$ cat src/rtl/uart16550_pkg.sv
// Shared definitions for talking to a uart16550 slave: register map, LSR bit
// positions, the bridge FSM encoding and the single-transfer request format.
package uart16550_pkg;

    localparam logic [2:0] ADDR_RBR_THR = 3'd0;
    localparam logic [2:0] ADDR_DLL     = 3'd0;
    localparam logic [2:0] ADDR_IER     = 3'd1;
    localparam logic [2:0] ADDR_DLM     = 3'd1;
    localparam logic [2:0] ADDR_FCR     = 3'd2;
    localparam logic [2:0] ADDR_LCR     = 3'd3;
    localparam logic [2:0] ADDR_LSR     = 3'd5;

    localparam int LSR_DR   = 0;
    localparam int LSR_OE   = 1;
    localparam int LSR_PE   = 2;
    localparam int LSR_FE   = 3;
    localparam int LSR_BI   = 4;
    localparam int LSR_THRE = 5;

    localparam logic [7:0] LCR_DLAB = 8'h80;

    // THRE guarantees room for a full 16-byte transmit FIFO.
    localparam logic [4:0] TX_CREDIT_MAX = 5'd16;

    typedef enum logic [3:0] {
        ST_INIT_LCR1,
        ST_INIT_DLL,
        ST_INIT_DLM,
        ST_INIT_LCR2,
        ST_INIT_FCR,
        ST_INIT_IER,
        ST_IDLE,
        ST_POLL,
        ST_RD_RBR,
        ST_WR_THR
    } bridge_state_e;

    typedef struct packed {
        logic       we;
        logic [2:0] adr;
        logic [7:0] dat;
    } wb_req_t;

    function automatic wb_req_t wb_wr(input logic [2:0] adr, input logic [7:0] dat);
        wb_req_t r;
        r.we  = 1'b1;
        r.adr = adr;
        r.dat = dat;
        return r;
    endfunction

    function automatic wb_req_t wb_rd(input logic [2:0] adr);
        wb_req_t r;
        r.we  = 1'b0;
        r.adr = adr;
        r.dat = 8'h00;
        return r;
    endfunction

endpackage

$ cat src/rtl/wb_byte_master.sv
// Single-transfer Wishbone master: takes one request when idle, holds the bus
// until ack, and always leaves at least one cycle with cyc low between cycles.
module wb_byte_master
    import uart16550_pkg::*;
(
    input  logic       clk,
    input  logic       rst_n,

    input  logic       req_valid_i,
    input  wb_req_t    req_i,
    output logic       ready_o,
    output logic       done_o,
    output logic [7:0] rdata_o,

    output logic [2:0] wbm_adr_o,
    output logic [7:0] wbm_dat_o,
    input  logic [7:0] wbm_dat_i,
    output logic       wbm_we_o,
    output logic       wbm_stb_o,
    output logic       wbm_cyc_o,
    output logic [3:0] wbm_sel_o,
    input  logic       wbm_ack_i
);

    logic    cyc_q, cyc_d;
    wb_req_t xfer_q, xfer_d;

    // cyc drops on the ack edge, and a new request is only taken while cyc is
    // low, so the earliest restart leaves exactly one idle cycle.
    always_comb begin
        cyc_d  = cyc_q;
        xfer_d = xfer_q;
        if (!cyc_q) begin
            if (req_valid_i) begin
                cyc_d  = 1'b1;
                xfer_d = req_i;
            end
        end else if (wbm_ack_i) begin
            cyc_d = 1'b0;
        end
    end

    always_ff @(posedge clk or negedge rst_n) begin
        if (!rst_n) begin
            cyc_q  <= 1'b0;
            xfer_q <= '0;
        end else begin
            cyc_q  <= cyc_d;
            xfer_q <= xfer_d;
        end
    end

    assign ready_o   = !cyc_q;
    assign done_o    = cyc_q && wbm_ack_i;
    assign rdata_o   = wbm_dat_i;

    assign wbm_cyc_o = cyc_q;
    assign wbm_stb_o = cyc_q;
    assign wbm_we_o  = xfer_q.we;
    assign wbm_adr_o = xfer_q.adr;
    assign wbm_dat_o = xfer_q.dat;
    assign wbm_sel_o = 4'b0001;

endmodule

$ cat src/rtl/uart16550_stream_bridge.sv
// Programs a uart16550 after reset, then polls LSR to shuttle bytes between
// TX/RX valid/ready streams and the UART's THR/RBR registers.
module uart16550_stream_bridge
    import uart16550_pkg::*;
#(
    parameter logic [15:0] DIVISOR   = 16'd27,
    parameter logic [7:0]  LCR_VALUE = 8'h03,
    parameter logic [7:0]  FCR_VALUE = 8'h07
) (
    input  logic       wb_clk_i,
    input  logic       wb_rst_ni,

    output logic [2:0] wbm_adr_o,
    output logic [7:0] wbm_dat_o,
    input  logic [7:0] wbm_dat_i,
    output logic       wbm_we_o,
    output logic       wbm_stb_o,
    output logic       wbm_cyc_o,
    output logic [3:0] wbm_sel_o,
    input  logic       wbm_ack_i,

    input  logic [7:0] tx_data_i,
    input  logic       tx_valid_i,
    output logic       tx_ready_o,

    output logic [7:0] rx_data_o,
    output logic       rx_err_o,
    output logic       rx_valid_o,
    input  logic       rx_ready_i,

    output logic       init_done_o
);

    bridge_state_e state_q, state_d;
    logic          issued_q, issued_d;
    logic [4:0]    credit_q, credit_d;
    logic          lsr_err_q, lsr_err_d;
    logic [7:0]    rx_data_q, rx_data_d;
    logic          rx_err_q, rx_err_d;
    logic          rx_valid_q, rx_valid_d;
    logic          tx_ready_q, tx_ready_d;
    logic          init_done_q, init_done_d;

    logic          bus_valid;
    wb_req_t       bus_req;
    logic          bus_ready;
    logic          bus_done;
    logic [7:0]    bus_rdata;
    logic [4:0]    credit_avail;

    wb_byte_master u_wb_master (
        .clk         (wb_clk_i),
        .rst_n       (wb_rst_ni),
        .req_valid_i (bus_valid),
        .req_i       (bus_req),
        .ready_o     (bus_ready),
        .done_o      (bus_done),
        .rdata_o     (bus_rdata),
        .wbm_adr_o   (wbm_adr_o),
        .wbm_dat_o   (wbm_dat_o),
        .wbm_dat_i   (wbm_dat_i),
        .wbm_we_o    (wbm_we_o),
        .wbm_stb_o   (wbm_stb_o),
        .wbm_cyc_o   (wbm_cyc_o),
        .wbm_sel_o   (wbm_sel_o),
        .wbm_ack_i   (wbm_ack_i)
    );

    always_comb begin
        state_d      = state_q;
        issued_d     = issued_q;
        credit_d     = credit_q;
        lsr_err_d    = lsr_err_q;
        rx_data_d    = rx_data_q;
        rx_err_d     = rx_err_q;
        rx_valid_d   = rx_valid_q;
        tx_ready_d   = 1'b0;
        init_done_d  = init_done_q;
        credit_avail = credit_q;

        case (state_q)
            ST_INIT_LCR1: bus_req = wb_wr(ADDR_LCR, LCR_VALUE | LCR_DLAB);
            ST_INIT_DLL:  bus_req = wb_wr(ADDR_DLL, DIVISOR[7:0]);
            ST_INIT_DLM:  bus_req = wb_wr(ADDR_DLM, DIVISOR[15:8]);
            ST_INIT_LCR2: bus_req = wb_wr(ADDR_LCR, LCR_VALUE);
            ST_INIT_FCR:  bus_req = wb_wr(ADDR_FCR, FCR_VALUE);
            ST_INIT_IER:  bus_req = wb_wr(ADDR_IER, 8'h00);
            ST_POLL:      bus_req = wb_rd(ADDR_LSR);
            ST_RD_RBR:    bus_req = wb_rd(ADDR_RBR_THR);
            ST_WR_THR:    bus_req = wb_wr(ADDR_RBR_THR, tx_data_i);
            default:      bus_req = '0;
        endcase

        // Every non-idle state owns exactly one bus transfer.
        bus_valid = (state_q != ST_IDLE) && !issued_q;
        if (bus_valid && bus_ready) begin
            issued_d = 1'b1;
        end

        if (rx_valid_q && rx_ready_i) begin
            rx_valid_d = 1'b0;
        end

        if (state_q == ST_IDLE) begin
            state_d = ST_POLL;
        end

        if (bus_done) begin
            issued_d = 1'b0;
            case (state_q)
                ST_INIT_LCR1: state_d = ST_INIT_DLL;
                ST_INIT_DLL:  state_d = ST_INIT_DLM;
                ST_INIT_DLM:  state_d = ST_INIT_LCR2;
                ST_INIT_LCR2: state_d = ST_INIT_FCR;
                ST_INIT_FCR:  state_d = ST_INIT_IER;
                ST_INIT_IER: begin
                    state_d     = ST_IDLE;
                    init_done_d = 1'b1;
                end
                ST_POLL: begin
                    lsr_err_d = |bus_rdata[LSR_BI:LSR_OE];
                    if (bus_rdata[LSR_DR] && !rx_valid_q) begin
                        state_d = ST_RD_RBR;
                    end else begin
                        // Credit is only refilled by an observed THRE.
                        if (bus_rdata[LSR_THRE]) begin
                            credit_avail = TX_CREDIT_MAX;
                        end
                        credit_d = credit_avail;
                        if ((credit_avail != 5'd0) && tx_valid_i) begin
                            state_d = ST_WR_THR;
                        end else begin
                            state_d = ST_IDLE;
                        end
                    end
                end
                ST_RD_RBR: begin
                    rx_data_d  = bus_rdata;
                    rx_err_d   = lsr_err_q;
                    rx_valid_d = 1'b1;
                    state_d    = ST_IDLE;
                end
                ST_WR_THR: begin
                    credit_d   = (credit_q != 5'd0) ? credit_q - 5'd1 : 5'd0;
                    tx_ready_d = 1'b1;
                    state_d    = ST_IDLE;
                end
                default: state_d = ST_IDLE;
            endcase
        end
    end

    always_ff @(posedge wb_clk_i or negedge wb_rst_ni) begin
        if (!wb_rst_ni) begin
            state_q     <= ST_INIT_LCR1;
            issued_q    <= 1'b0;
            credit_q    <= 5'd0;
            lsr_err_q   <= 1'b0;
            rx_data_q   <= 8'h00;
            rx_err_q    <= 1'b0;
            rx_valid_q  <= 1'b0;
            tx_ready_q  <= 1'b0;
            init_done_q <= 1'b0;
        end else begin
            state_q     <= state_d;
            issued_q    <= issued_d;
            credit_q    <= credit_d;
            lsr_err_q   <= lsr_err_d;
            rx_data_q   <= rx_data_d;
            rx_err_q    <= rx_err_d;
            rx_valid_q  <= rx_valid_d;
            tx_ready_q  <= tx_ready_d;
            init_done_q <= init_done_d;
        end
    end

    assign tx_ready_o  = tx_ready_q;
    assign rx_data_o   = rx_data_q;
    assign rx_err_o    = rx_err_q;
    assign rx_valid_o  = rx_valid_q;
    assign init_done_o = init_done_q;

endmodule

$ cat config.mk
export PLATFORM = sky130hd
export DESIGN_NAME = uart16550_stream_bridge
export DESIGN_NICKNAME = d
export VERILOG_FILES = /design/src/rtl/uart16550_pkg.sv /design/src/rtl/wb_byte_master.sv /design/src/rtl/uart16550_stream_bridge.sv
export SDC_FILE = /design/constraint.sdc
export NUM_CORES = 1
export LEC_CHECK = 0
export BUFFER_PORTS_ARGS = -buffer_cell sky130_fd_sc_hd__buf_4
export CORE_MARGIN = 5
export CORE_UTILIZATION = 50
export CTS_BUF_LIST = sky130_fd_sc_hd__clkbuf_8
export CTS_CLUSTER_SIZE = 28
export DETAILED_ROUTE_END_ITERATION = 7
export GPL_ROUTABILITY_DRIVEN = 1
export PLACE_DENSITY = 0.73
export REMOVE_ABC_BUFFERS = 1
export SLEW_MARGIN = 10
export SYNTH_ARGS = -nofsm -noshare
export SYNTH_HDL_FRONTEND = slang
export SYNTH_HIERARCHICAL = 1
export SYNTH_SLANG_ARGS = --single-unit
$ cat constraint.sdc
create_clock -name wb_clk_i -period 2.15 [get_ports wb_clk_i]
set_input_delay 0.5375 -clock wb_clk_i [delete_from_list [all_inputs] [get_ports wb_clk_i]]
set_output_delay 0.5375 -clock wb_clk_i [all_outputs]
set_load 0.02 [all_outputs]
# --- After elaboration in Yosys (flattened, before gate mapping) ---
# Cells that the tools add are included.
classes:
  add_sub_neg: 1
  eq_ne: 11
  mux: 23
  n_bitwise: 1
  reduce_logical: 22
op_table:
  columns: ["operator", "n"]
  rows:
  - ["12-bit one-hot mux with 7 select lines", 1]
  - ["5-bit 2-to-1 mux", 6]
  - ["4-bit one-hot mux with 6 select lines", 1]
  - ["4-bit by 3-bit equality test with 1-bit output, second input constant", 4]
  - ["4-bit 2-to-1 mux", 4]
  - ["1-bit 2-to-1 mux", 10]
  - ["5-bit one-hot mux with 2 select lines", 1]
  - ["5-bit nonzero test", 2]
  - ["4-bit by 2-bit equality test with 1-bit output, second input constant", 2]
  - ["4-bit equality test, second input constant", 2]
  - ["2-bit AND reduction", 4]
  - ["1-bit logical AND", 6]
  - ["2-bit nonzero test", 3]
  - ["5-bit by 1-bit subtractor with 5-bit output, second input constant", 1]
  - ["4-bit by 1-bit equality test with 1-bit output, second input constant", 1]
  - ["4-bit logical NOT", 1]
  - ["4-bit by 3-bit != test with 1-bit output, second input constant", 1]
  - ["4-bit OR reduction", 1]
  - ["1-bit logical NOT", 3]
  - ["3-bit AND reduction", 1]
  - ["2-bit != test, second input constant", 1]
  - ["2-bit OR reduction", 1]
  - ["1-bit NOT", 1]
totals:
  register_bits: 36
  input_bits: 21
  output_inout_bits: 30
  wordCells: 71

# --- Longest topological paths before layout ---
# Gate-level depths: netlist of the first run.
depth:
  ltp_word: 11
  ltp_mapped: 6
  depth_no_buf: 6

# --- Cells and area by module ---
# The synthesis of the first run kept the hierarchy.
by_module_without_submodules:
  columns: ["module", "n_inst", "cells_per_inst", "area_each_um2", "seq_area_each_um2"]
  rows:
  - ["uart16550_stream_bridge", 1, 126, 1272.5, 575.6]
  - ["wb_byte_master", 1, 45, 651.9, 325.3]

# --- Worst setup path after synthesis of the first run ---
# Ideal clock, no wire load.
synth_path:
  path_type: "register -> register"
  from: "register state_q[1]"
  to: "register u_wb_master.xfer_q, in the netlist u_wb_master/wbm_adr_o[0]"
  setup_ns: 0.125
  arrival_time_ns: 1.449
  required_time_ns: 2.025
  setup_slack_ns: 0.576
  path_stages_with_launch: 7
  path_buffers: 3
  synth_period_minus_slack_ns: 1.574
  cell_sequence: "dfrtp_1 > buf_6 > clkbuf_1 > a21oi_1 > nor2b_4 > buf_12 > mux2_4"
synth_between:
  elab_chain_len: 3
  elab_cells_between_ends: 13
  classes_between: "8 x eq/ne; 1 x mux; 4 x reduce/logical"
synth_lines:
  columns: ["item", "line", "text"]
  rows:
  - ["from (decl)", "uart16550_stream_bridge.sv:34", "bridge_state_e state_q, state_d;"]
  - ["from (signal assigned)", "uart16550_stream_bridge.sv:165", "state_q <= state_d;"]
  - ["4-bit by 3-bit != test with 1-bit output", "uart16550_stream_bridge.sv:95", "bus_valid = (state_q != ST_IDLE) && !issued_q;"]
  - ["1-bit logical AND", "uart16550_stream_bridge.sv:95", null]
  - ["net bus_valid", "uart16550_stream_bridge.sv:44", "logic bus_valid;"]
  - ["2-bit AND reduction (no line)", null, null]
  - ["to (signal assigned)", "wb_byte_master.sv:49", "xfer_q <= xfer_d;"]
  - ["to (decl)", "wb_byte_master.sv:26", "wb_req_t xfer_q, xfer_d;"]
# The timed path passes the listed nets, and every way through them passes these cells.
# A chain may end at the register's enable or synchronous reset.

# --- Worst setup path in the final report of the first run ---
layout_path:
  from: "register state_q[2]"
  to: "register u_wb_master.xfer_q, in the netlist u_wb_master/wbm_dat_o[3]"
# The elaborated chain is that of the path after synthesis.

==> results of run 1 <==
## area by class of cell
cell class | count | share of cell area
clock buffers | 6 | 0.0361
clock inverters | 2 | 0.00329
inverters | 11 | 0.0181
multi-input cells | 103 | 0.358
flip-flops and latches | 36 | 0.394
well taps | 48 | 0.0263
repair buffers | 50 | 0.164
## critical path, delay by kind of cell (launching register included)
kind | cells | cell delay (ps)
AND/OR/NAND/NOR | 2 | 670
flip-flops | 1 | 520
multiplexers | 1 | 390
AO/OA/AOI/OAI | 1 | 160
## cell families (layout without fill, tap and decap cells)
| family | count (synthesis) | count (layout) | share of synthesized area |
|---|---|---|---|
| multiplexers | 22 | 22 | 0.146 |
| adder cells (fa/ha/maj) | 1 | 1 | 0.00650 |
| flip-flops | 36 | 36 | 0.468 |
| AND/OR/NAND/NOR | 42 | 42 | 0.133 |
| other | 2 | 4 | 0.00390 |
| AO/OA/AOI/OAI | 34 | 34 | 0.131 |
| buffers and inverters | 34 | 69 | 0.111 |
## stage by stage
step	instance area [um2]	hold slack (ps)	instances
after floorplan	1760	242	150
after detailed placement	2190	476	248
final	2280	203	256
after global placement	2190	459	248
after global routing	2280	238	256
after CTS	2280	223	256
## sequential cells by signal, indices dropped and copies added, names as in the netlist
name and cells:
u_wb_master/wbm_dat_o 8, lsr_err_q 1, init_done_o 1, u_wb_master/wbm_we_o 1, issued_q 1, credit_q 5
rx_data_o 8, tx_ready_o 1, u_wb_master/wbm_cyc_o 1, state_q 4, rx_err_o 1, rx_valid_o 1
u_wb_master/wbm_adr_o 3
## cells in the final DEF (no fill, tap or decap), drive strengths merged, types with 5 or more instances in the layout
cell type	count
buf	50
o21ai	6
dfrtp	36
a21oi	6
inv	13
mux2	21
nor2	11
clkbuf	6
a31oi	5
a21o	5
nand2	9
## how the worst min path moves through the flow
stage / from / endpoint / cells past startpoint
2_1_floorplan: wb_rst_ni / credit_q[0]$_DFFE_PN0P_ / 0
3_5_place_dp: lsr_err_q$_DFFE_PN0P_ / lsr_err_q$_DFFE_PN0P_ / 2
5_1_grt: wb_rst_ni / rx_data_o[3]$_DFFE_PN0P_ / 1
6_report: wb_rst_ni / rx_data_o[3]$_DFFE_PN0P_ / 1
3_3_place_gp: lsr_err_q$_DFFE_PN0P_ / lsr_err_q$_DFFE_PN0P_ / 2
4_1_cts: wb_rst_ni / rx_data_o[2]$_DFFE_PN0P_ / 1
## power by group
group	internal [W]	leakage (nW)	switching (W)
combinational	0.000521	0.661	0.000544
sequential	0.000848	0.465	0.000187
clock	0.000252	0.0538	0.000218
## per-layer routing
layer	track usage	routed length, um
met5	0	0
met3	0.0443	251
met1	0.192	1560
met4	0.0501	41
met2	0.260	1800
==> summary.md, run 1 <==
| Metric | Value |
|---|---|
| Slowest-stage cell, CP | `dfrtp_1` |
| First-pass GRT wire length | `6.46 mm` |
| Number of enable flip-flop cells after synthesis | `0` |
| Most frequent cell after synthesis | `dfrtp_1` |
| # diodes | `0` |
| Crit path kind | `reg2reg` |
| FP Rows | `22` |
| Yosys cell types | `49` |
| Initial antenna violation count | `0` |
| R2R Setup Slk | `290 ps` |
| Syn Area/Cell | `11.3 um2` |
| Die area | `5190 um2` |
| Worst path max stage delay | `520 ps` |
| # fillers | `308` |
| DR iter-0 viols | `69` |
| H-tree Lvls | `2` |
| Drt drc | `0` |
| CP cell instances | `nor3b_1 -> a21oi_1 -> nor2b_4 -> mux2_2` |
| Gr ovfl total | `0` |
| Crit path capture | `u_wb_master/wbm_dat_o[3]$_DFFE_PN0P_` |
| Routability congestion estimate from global placement | `0.855` |
| Placeable Area | `3690 um2` |
| Post-DRT Antenna Nets | `0` |
| Skew-Pair Late Insertion Delay | `270 ps` |
| Share of cells above drive strength 1 | `0.418` |
| Die Wd | `72.0 um` |
| Final worst slack | `295 ps` |
| Clk_skew | `4.14 ps` |
| Post_cts resized | `0` |
| Clock-pin slew on the worst setup and hold paths | `70 ps` |
| Synth Cell Area | `1920 um2` |
| Crit. End Element | `register` |
| Initial core utilization | `0.522` |
| Synth area leaders | `dfrtp_1 47%, mux2_4 7.0%, mux2_2 7.0%, buf_4 5.5%, inv_1 2.1%` |
| CTS tree | `yes` |
| NumNets Final | `229` |
| Reg2reg path depth | `4` |
| Final period utilization | `0.863` |
| Required @ worst endpoint | `2310 ps` |
| CP Launch Point | `state_q[2]$_DFFE_PN0P_` |
| Post-Route WL | `3.65 mm` |
| Largest net degree at the start of global routing | `37` |
| Share of the synthesized area in the top cell type | `0.468` |
| Count of pins over their slew limit | `0` |
| DR WL/cell | `14.3 um` |
| Crit path DAT | `2020 ps` |
| Multi-input gate area | `817 um2` |
| Synth top cells by count | `36 x dfrtp_1, 14 x buf_4, 12 x mux2_2, 11 x inv_1, 11 x nor2_1` |
| P_leak | `1.18 nW` |
| Die height | `72.0 um` |
| Launching point of the worst reg2reg path | `state_q[2]$_DFFE_PN0P_` |
| Final core utilization | `0.619` |
| Power density cells | `1120 nW/um2` |
| CTS Sinks | `36` |
| Final hold vios | `0` |
| Post-synthesis sequential area ratio | `0.468` |
| Port buffer count | `46` |
| Synth area leader | `dfrtp_1` |
| Worst vdd ir | `0.714 mV` |
| GRT Overall Usage | `0.155` |
| Tmin final | `1860 ps` |
| Post-CTS Setup Repair Bufs | `0` |
| Root Buffer | `clkbuf_8` |
| Setup violators final | `0` |
| Crit Path Max Fanout | `13` |
| Cells after Synth | `171` |
| Reg-to-Reg End | `u_wb_master/wbm_dat_o[3]$_DFFE_PN0P_` |
| HP Class | `in2async` |
| Layout overhead on the synthesized area | `18.7%` |
| Final setup TNS | `0 ps` |
| Vias | `1356` |
| FF/Latch Area | `901 um2` |
| Most used DFF post-synth | `dfrtp_1` |
| Count of max-cap constraint violations | `0` |
| Worst setup SP type | `register` |
| Total power | `0.00257 W` |
| Vias in the first global route | `1433` |
| F_max | `0.539 GHz` |
| Dpl ws | `298 ps` |
| Unrepaired setup endpoints after global routing | `no` |
| # hold bufs at CTS | `0` |
| Async SR Flop Fraction | `1.00` |
| Status | `complete, no violations` |
| HPWL Detailed | `2.77 mm` |
| Drt pass-1 iters | `4` |
| Num ports | `51` |
| DR vias/cell | `5.30` |
| Synth warn | `6` |
| CTS buffer count | `5` |
| CTS Buffer Depth | `2` |
| Seq cells post-synth | `36` |
Note: power is estimated with default switching activity, not from simulation.
==> inputs of run 2 (changes only) <==
ABC_AREA = 1   (was unset)
==> run 2 against run 1 <==
Routed wire length increased by 13%. Final cell count rose by 30%. Worst hold slack worse by 13 ps. Sequential share of layout area down 1.1 points. Sequential power down 9.6%. Non-clock buffer count down 4. Register-to-register slack lost 20 ps. Die area is 2.4% higher. Critical path type unchanged. Critical path depth is 3 higher. Core utilization grew 0.79 points. Synthesized cell count rose by 44%.
==> summary.md, run 2 <==
| Metric | Value |
|---|---|
| Most used DFF post-synth | `dfrtp_1` |
| Syn Area/Cell | `8.00 um2` |
| Count of max-cap constraint violations | `0` |
| Reg power frac | `0.401` |
| Relative slew margins | `0.472` |
| CTS Sinks | `36` |
| Switch Pwr | `0.000934 W` |
| Most frequent cells in the layout | `72 x nand2_1, 46 x buf_4, 36 x dfrtp_1` |
| Clock-pin slew on the worst setup and hold paths | `70 ps` |
| Post-CTS Setup Repair Bufs | `0` |
| DR iter-0 viols | `103` |
| Synth area leader | `dfrtp_1` |
| Internal power | `0.00141 W` |
| CTS Buffer Depth | `2` |
| Crit. End Element | `register` |
| Port buffer count | `46` |
| Drt drc | `0` |
| GRT Overall Usage | `0.177` |
| Initial antenna violation count | `0` |
| Final core utilization | `0.627` |
| Crit path DAT | `2060 ps` |
| Commonest non-fill, non-tap cell in the layout | `nand2_1` |
| Clk_skew | `2.99 ps` |
| Async SR Flop Fraction | `1.00` |
| Slowest-stage cell, CP | `nor2_1` |
| Synth Cell Area | `1980 um2` |
| Layout overhead on the synthesized area | `18.8%` |
| Setup violators final | `0` |
| Required @ worst endpoint | `2330 ps` |
| DR WL/cell | `12.4 um` |
| Cells after Synth | `247` |
| H-tree Lvls | `2` |
| Crit path kind | `reg2reg` |
| Initial core utilization | `0.528` |
| Unrepaired setup endpoints after global routing | `no` |
| CP cell instances | `inv_1 -> nand2_1 -> nor2_1 -> nor2_1 -> nand2_2 -> nand2_1 -> nand2_1` |
| Synth area leaders | `dfrtp_1 46%, nand2_1 14%, nand3_1 7.6%, buf_4 5.7%, inv_1 4.9%` |
| Post-Route WL | `4.14 mm` |
| Share of cells above drive strength 1 | `0.263` |
| # fillers | `341` |
| Crit path top cell by count | `nand2_1` |
| Clock Power Share | `0.208` |
| CTS buffer count | `5` |
| P_leak | `1.37 nW` |
| Vias | `1623` |
| Count of pins over their slew limit | `0` |
| Vias in the first global route | `1593` |
| Crit Path Max Fanout | `13` |
| Worst setup SP type | `register` |
| Placeable Area | `3740 um2` |
| Drt pass-1 iters | `4` |
| Post-DRT Antenna Nets | `0` |
| Root Buffer | `clkbuf_8` |
| Final setup TNS | `0 ps` |
| Status | `complete, no violations` |
| Power density cells | `999 nW/um2` |
| Gate power share | `0.391` |
| Final period utilization | `0.873` |
| Number of enable flip-flop cells after synthesis | `0` |
| R2R Setup Slk | `270 ps` |
| Least-Margin Pin Slew | `790 ps` |
| HPWL Detailed | `3.20 mm` |
| NumNets Final | `306` |
| Num ports | `51` |
| Die area | `5310 um2` |
| Skew-Pair Late Insertion Delay | `290 ps` |
| Synth top cells by count | `72 x nand2_1, 36 x dfrtp_1, 30 x nand3_1, 26 x inv_1, 17 x nor2_1` |
| Synth warn | `6` |
| Worst vdd ir | `0.523 mV` |
| Post-synthesis sequential area ratio | `0.456` |
| CTS tree | `yes` |
| Total power | `0.00235 W` |
| Worst path max stage delay | `600 ps` |
| Die height | `72.9 um` |
| Post_cts resized | `0` |
| Most frequent cell after synthesis | `nand2_1` |
| Gr ovfl total | `0` |
| F_max | `0.532 GHz` |
| DR vias/cell | `4.87` |
| Tmin final | `1880 ps` |
| Final hold vios | `0` |
| Seq cells post-synth | `36` |
| # diodes | `0` |
| HP Class | `in2async` |
| Die Wd | `72.9 um` |
| Share of the synthesized area in the top cell type | `0.456` |
| # hold bufs at CTS | `0` |
| First-pass GRT wire length | `7.24 mm` |
| Hold WS | `190 ps` |
| Largest net degree at the start of global routing | `37` |
| Net Sw Frac | `0.398` |
| Routability congestion estimate from global placement | `0.840` |
| FP Rows | `22` |
| Yosys cell types | `26` |
## run 2: cell families (layout without fill, tap and decap cells)
logic type | count (synthesis) | after routing | share of synthesized area
XOR/XNOR | 1 | 1 | 0.00443
buffers and inverters | 48 | 84 | 0.125
adder cells (fa/ha/maj) | 1 | 1 | 0.00633
flip-flops | 36 | 36 | 0.456
multiplexers | 3 | 3 | 0.0171
AND/OR/NAND/NOR | 132 | 132 | 0.319
AO/OA/AOI/OAI | 24 | 24 | 0.0690
other | 2 | 4 | 0.00380
## run 2: stage by stage
| stage | setup slack [ps] | instance area (um2) | std cells |
|---|---|---|---|
| detailed placement | 312 | 2260 | 325 |
| global placement | 329 | 2260 | 325 |
| finish | 272 | 2350 | 333 |
| global route | 15.8 | 2350 | 333 |
| floorplan | 520 | 1850 | 231 |
| CTS | 304 | 2350 | 333 |
## run 2: cell type report
type / count / area (um2) / share of cell area
Clock buffer: 6 / 82.6 / 0.0352
Clock inverter: 2 / 10.0 / 0.00426
Inverter: 30 / 113 / 0.0479
Multi-Input combinational cell: 165 / 837 / 0.356
Sequential cell: 36 / 901 / 0.384
Tap cell: 48 / 60.1 / 0.0256
Timing Repair Buffer: 46 / 345 / 0.147
## run 2: power by group through the flow
| stage | clock [W] | combinational [W] | sequential (W) |
|---|---|---|---|
| after floorplan | 0 | 0.000484 | 0.00107 |
| after global placement | 0 | 0.000901 | 0.000952 |
| after detailed placement | 0 | 0.000921 | 0.000953 |
| after CTS | 0.000514 | 0.000924 | 0.000941 |
| after global routing | 0.000548 | 0.00103 | 0.000961 |
| final | 0.000489 | 0.000918 | 0.000940 |
## run 2: per-layer routing
| layer | part of all wire | track usage |
|---|---|---|
| met1 | 0.45 | 0.224 |
| met2 | 0.47 | 0.284 |
| met3 | 0.055 | 0.0427 |
| met4 | 0.020 | 0.0820 |
| met5 | 0 | 0 |
## run 2: worst max-delay path: cells and delay by family, from the launching register on
kind                   cells  cell delay (ps)
AND/OR/NAND/NOR            6             1310
flip-flops                 1              390
buffers and inverters      1               60
## run 2: path summary, 6_finish.rpt
check,from,to,cells after the start
min in group wb_clk_i,rx_ready_i,rx_valid_o$_DFF_PN0_,2
hold reg to reg,init_done_o$_DFFE_PN0P_,init_done_o$_DFFE_PN0P_,1
hold / removal,wb_rst_ni,credit_q[4]$_DFFE_PN0P_,1
max in group asynchronous,wb_rst_ni,u_wb_master/wbm_adr_o[2]$_DFFE_PN0P_,1
setup reg to reg,state_q[0]$_DFFE_PN0P_,u_wb_master/wbm_dat_o[6]$_DFFE_PN0P_,7
setup / recovery,state_q[0]$_DFFE_PN0P_,u_wb_master/wbm_dat_o[6]$_DFFE_PN0P_,7
==> inputs of run 3 (changes only) <==
CORE_UTILIZATION = 55   (was 50)
PLACE_DENSITY = 0.79   (was 0.73)
clock period = 1.85 ns   (was 2.15 ns; I/O delays follow)
==> run 3 against run 2 <==
Clock power grew 37%. Global-route usage up 0.62 points. Die area is 7.9% lower. Non-clock buffer count grew 2. Count of clock-buffer cells in the layout shrank 1. Sequential share of layout area is 0.48 points lower. Critical path depth unchanged. Via count up 2.2%. Final area up 1.3%. Sequential power rose by 14%. Total power grew 22%. Worst hold slack lost 85 ps. Critical endpoint is now u_wb_master/wbm_adr_o[0]$_DFFE_PN0P_.
==> summary.md, run 3 (synthesized netlist as in run 2, its figures left out) <==
| Metric | Value |
|---|---|
| Status | `complete, no violations` |
| Area after DPL | `2270 um2` |
| # diodes | `0` |
| Gr ovfl total | `0` |
| HPWL Detailed | `3.10 mm` |
| WP depth | `7` |
| CP top delay family | `simple AND/OR/NAND/NOR gates` |
| Initial antenna violation count | `0` |
| CTS tree | `yes` |
| Launching point of the worst reg2reg path | `state_q[0]$_DFFE_PN0P_` |
| Layout overhead on the synthesized area | `20.3%` |
| Unrepaired setup endpoints after global routing | `no` |
| CTS buffer count | `5` |
| Reg power frac | `0.376` |
| Initial core utilization | `0.579` |
| Setup violators final | `0` |
| Count of pins over their slew limit | `0` |
| Drt drc | `0` |
| Reg2reg path depth | `7` |
| # hold bufs at CTS | `0` |
| Vias in the first global route | `1641` |
| NumNets Final | `308` |
| Routability congestion estimate from global placement | `0.871` |
| FP Rows | `21` |
| Die area | `4890 um2` |
| Tmin final | `1650 ps` |
| Final core utilization | `0.696` |
| Die height | `70.0 um` |
| Die Wd | `70.0 um` |
| Required @ worst endpoint | `2030 ps` |
| R2R Setup Slk | `200 ps` |
| Clock Power Share | `0.235` |
| Final hold vios | `0` |
| Power density cells | `1200 nW/um2` |
| Most frequent cells in the layout | `72 x nand2_1, 48 x buf_4, 36 x dfrtp_1` |
| Crit Path Max Fanout | `13` |
| Drt pass-1 iters | `5` |
| Final period utilization | `0.891` |
| Crit. End Element | `register` |
| Post-DRT Antenna Nets | `0` |
| F_max | `0.607 GHz` |
| Placeable Area | `3420 um2` |
| Reg-to-Reg End | `u_wb_master/wbm_adr_o[0]$_DFFE_PN0P_` |
| Commonest non-fill, non-tap cell in the layout | `nand2_1` |
| HP Class | `in2async` |
| CTS Buffer Depth | `2` |
| CTS Sinks | `36` |
| Internal power | `0.00175 W` |
| CP bufs+invs | `1` |
| Slowest-stage cell, CP | `dfrtp_1` |
| Worst path max stage delay | `410 ps` |
| Net Sw Frac | `0.387` |
| Final setup TNS | `0 ps` |
| Gate power share | `0.389` |
| Worst setup SP type | `register` |
| DR vias/cell | `4.98` |
| First-pass GRT wire length | `7.25 mm` |
| Fin area | `2380 um2` |
| Port buffer count | `46` |
| Worst vdd ir | `0.938 mV` |
| DR iter-0 viols | `112` |
| Crit path kind | `reg2reg` |
| P_leak | `1.38 nW` |
| CP Launch Point | `state_q[0]$_DFFE_PN0P_` |
| Crit path capture | `u_wb_master/wbm_adr_o[0]$_DFFE_PN0P_` |
| Share of cells above drive strength 1 | `0.268` |
| Skew-Pair Late Insertion Delay | `290 ps` |
| Largest net degree at the start of global routing | `37` |
| Num ports | `51` |
| Count of max-cap constraint violations | `0` |
| Post-Route WL | `4.15 mm` |
| Clk_skew | `8.35 ps` |
| Root Buffer | `clkbuf_8` |
| Clock-pin slew on the worst setup and hold paths | `80 ps` |
| GRT Overall Usage | `0.183` |
| DR WL/cell | `12.5 um` |
| # fillers | `298` |
| Vias | `1659` |
| Switch Pwr | `0.00111 W` |
| Crit path DAT | `1830 ps` |
| H-tree Lvls | `2` |
| CP cell instances | `inv_1 -> nand2_1 -> nor2_1 -> nor2_2 -> nand2_2 -> nand2_1 -> nand2_1` |
| Crit path top cell by count | `nand2_1` |
-- run 3: changes by cell type in the layout (fill, tap and decap cells not counted) --
cell	before	now
buf_4	46	48
bufinv_16	0	1
clkbuf_8	6	5
clkinv_2	2	1
inv_1	26	27
nor2_1	17	16
nor2_2	0	1
-- run 3: what timing repair did --
| item | 4_1_cts | 5_1_grt |
|---|---|---|
| setup endpoints to repair | 3 | 0 |
| resized for setup | 1 | 0 |
| buffers inserted | 0 | 0 |
-- run 3: worst register-to-register path: stages (launching register included) --
cell and delay, ps:
dfrtp_1 410, inv_1 70, nand2_1 130, nor2_1 80
nor2_2 390, nand2_2 270, nand2_1 130, nand2_1 70
-- run 3: metrics by stage --
stage / setup slack, ps / hold WS (ps) / power [W] / std cells
finish: 202 / 105 / 0.00286 / 333
CTS: 252 / 120 / 0.00289 / 333
detailed placement: 9.56 / 438 / 0.00220 / 325
floorplan: 220 / 167 / 0.00180 / 231
global route: 68.8 / 151 / 0.00305 / 333
global placement: 57.1 / 439 / 0.00217 / 325
-- run 3: worst min path at each step --
stage,startpoint,to
global route,wb_rst_ni,credit_q[0]$_DFFE_PN0P_
detailed placement,wb_rst_ni,tx_ready_o$_DFF_PN0_
global placement,wb_rst_ni,tx_ready_o$_DFF_PN0_
CTS,wb_rst_ni,state_q[2]$_DFFE_PN0P_
finish,wb_rst_ni,state_q[2]$_DFFE_PN0P_
floorplan,wb_rst_ni,credit_q[0]$_DFFE_PN0P_
-- run 3: power groups by stage --
stage	Combinational [W]	Clock (W)	Sequential (W)
2_1_floorplan	0.000562	0	0.00124
3_3_place_gp	0.00108	0	0.00109
3_5_place_dp	0.00111	0	0.00109
4_1_cts	0.00112	0.000689	0.00108
5_1_grt	0.00124	0.000721	0.00109
6_report	0.00111	0.000672	0.00107
-- run 3: cell type report --
type,instances,area [um2],area share
sequential,36,901,0.379
multi-input combinational,165,840,0.353
timing repair buffer,48,360,0.151
inverter,30,113,0.0473
clock buffer,5,68.8,0.0289
tap,46,57.6,0.0242
clock inverter,3,38.8,0.0163
-- run 3: metal layers --
layer	GRT usage	wire length, um	up-vias
li1	-	-	838
met1	0.233	1790	749
met2	0.297	1970	62
met3	0.0459	308	10
met4	0.0745	82	0
met5	0	0	-
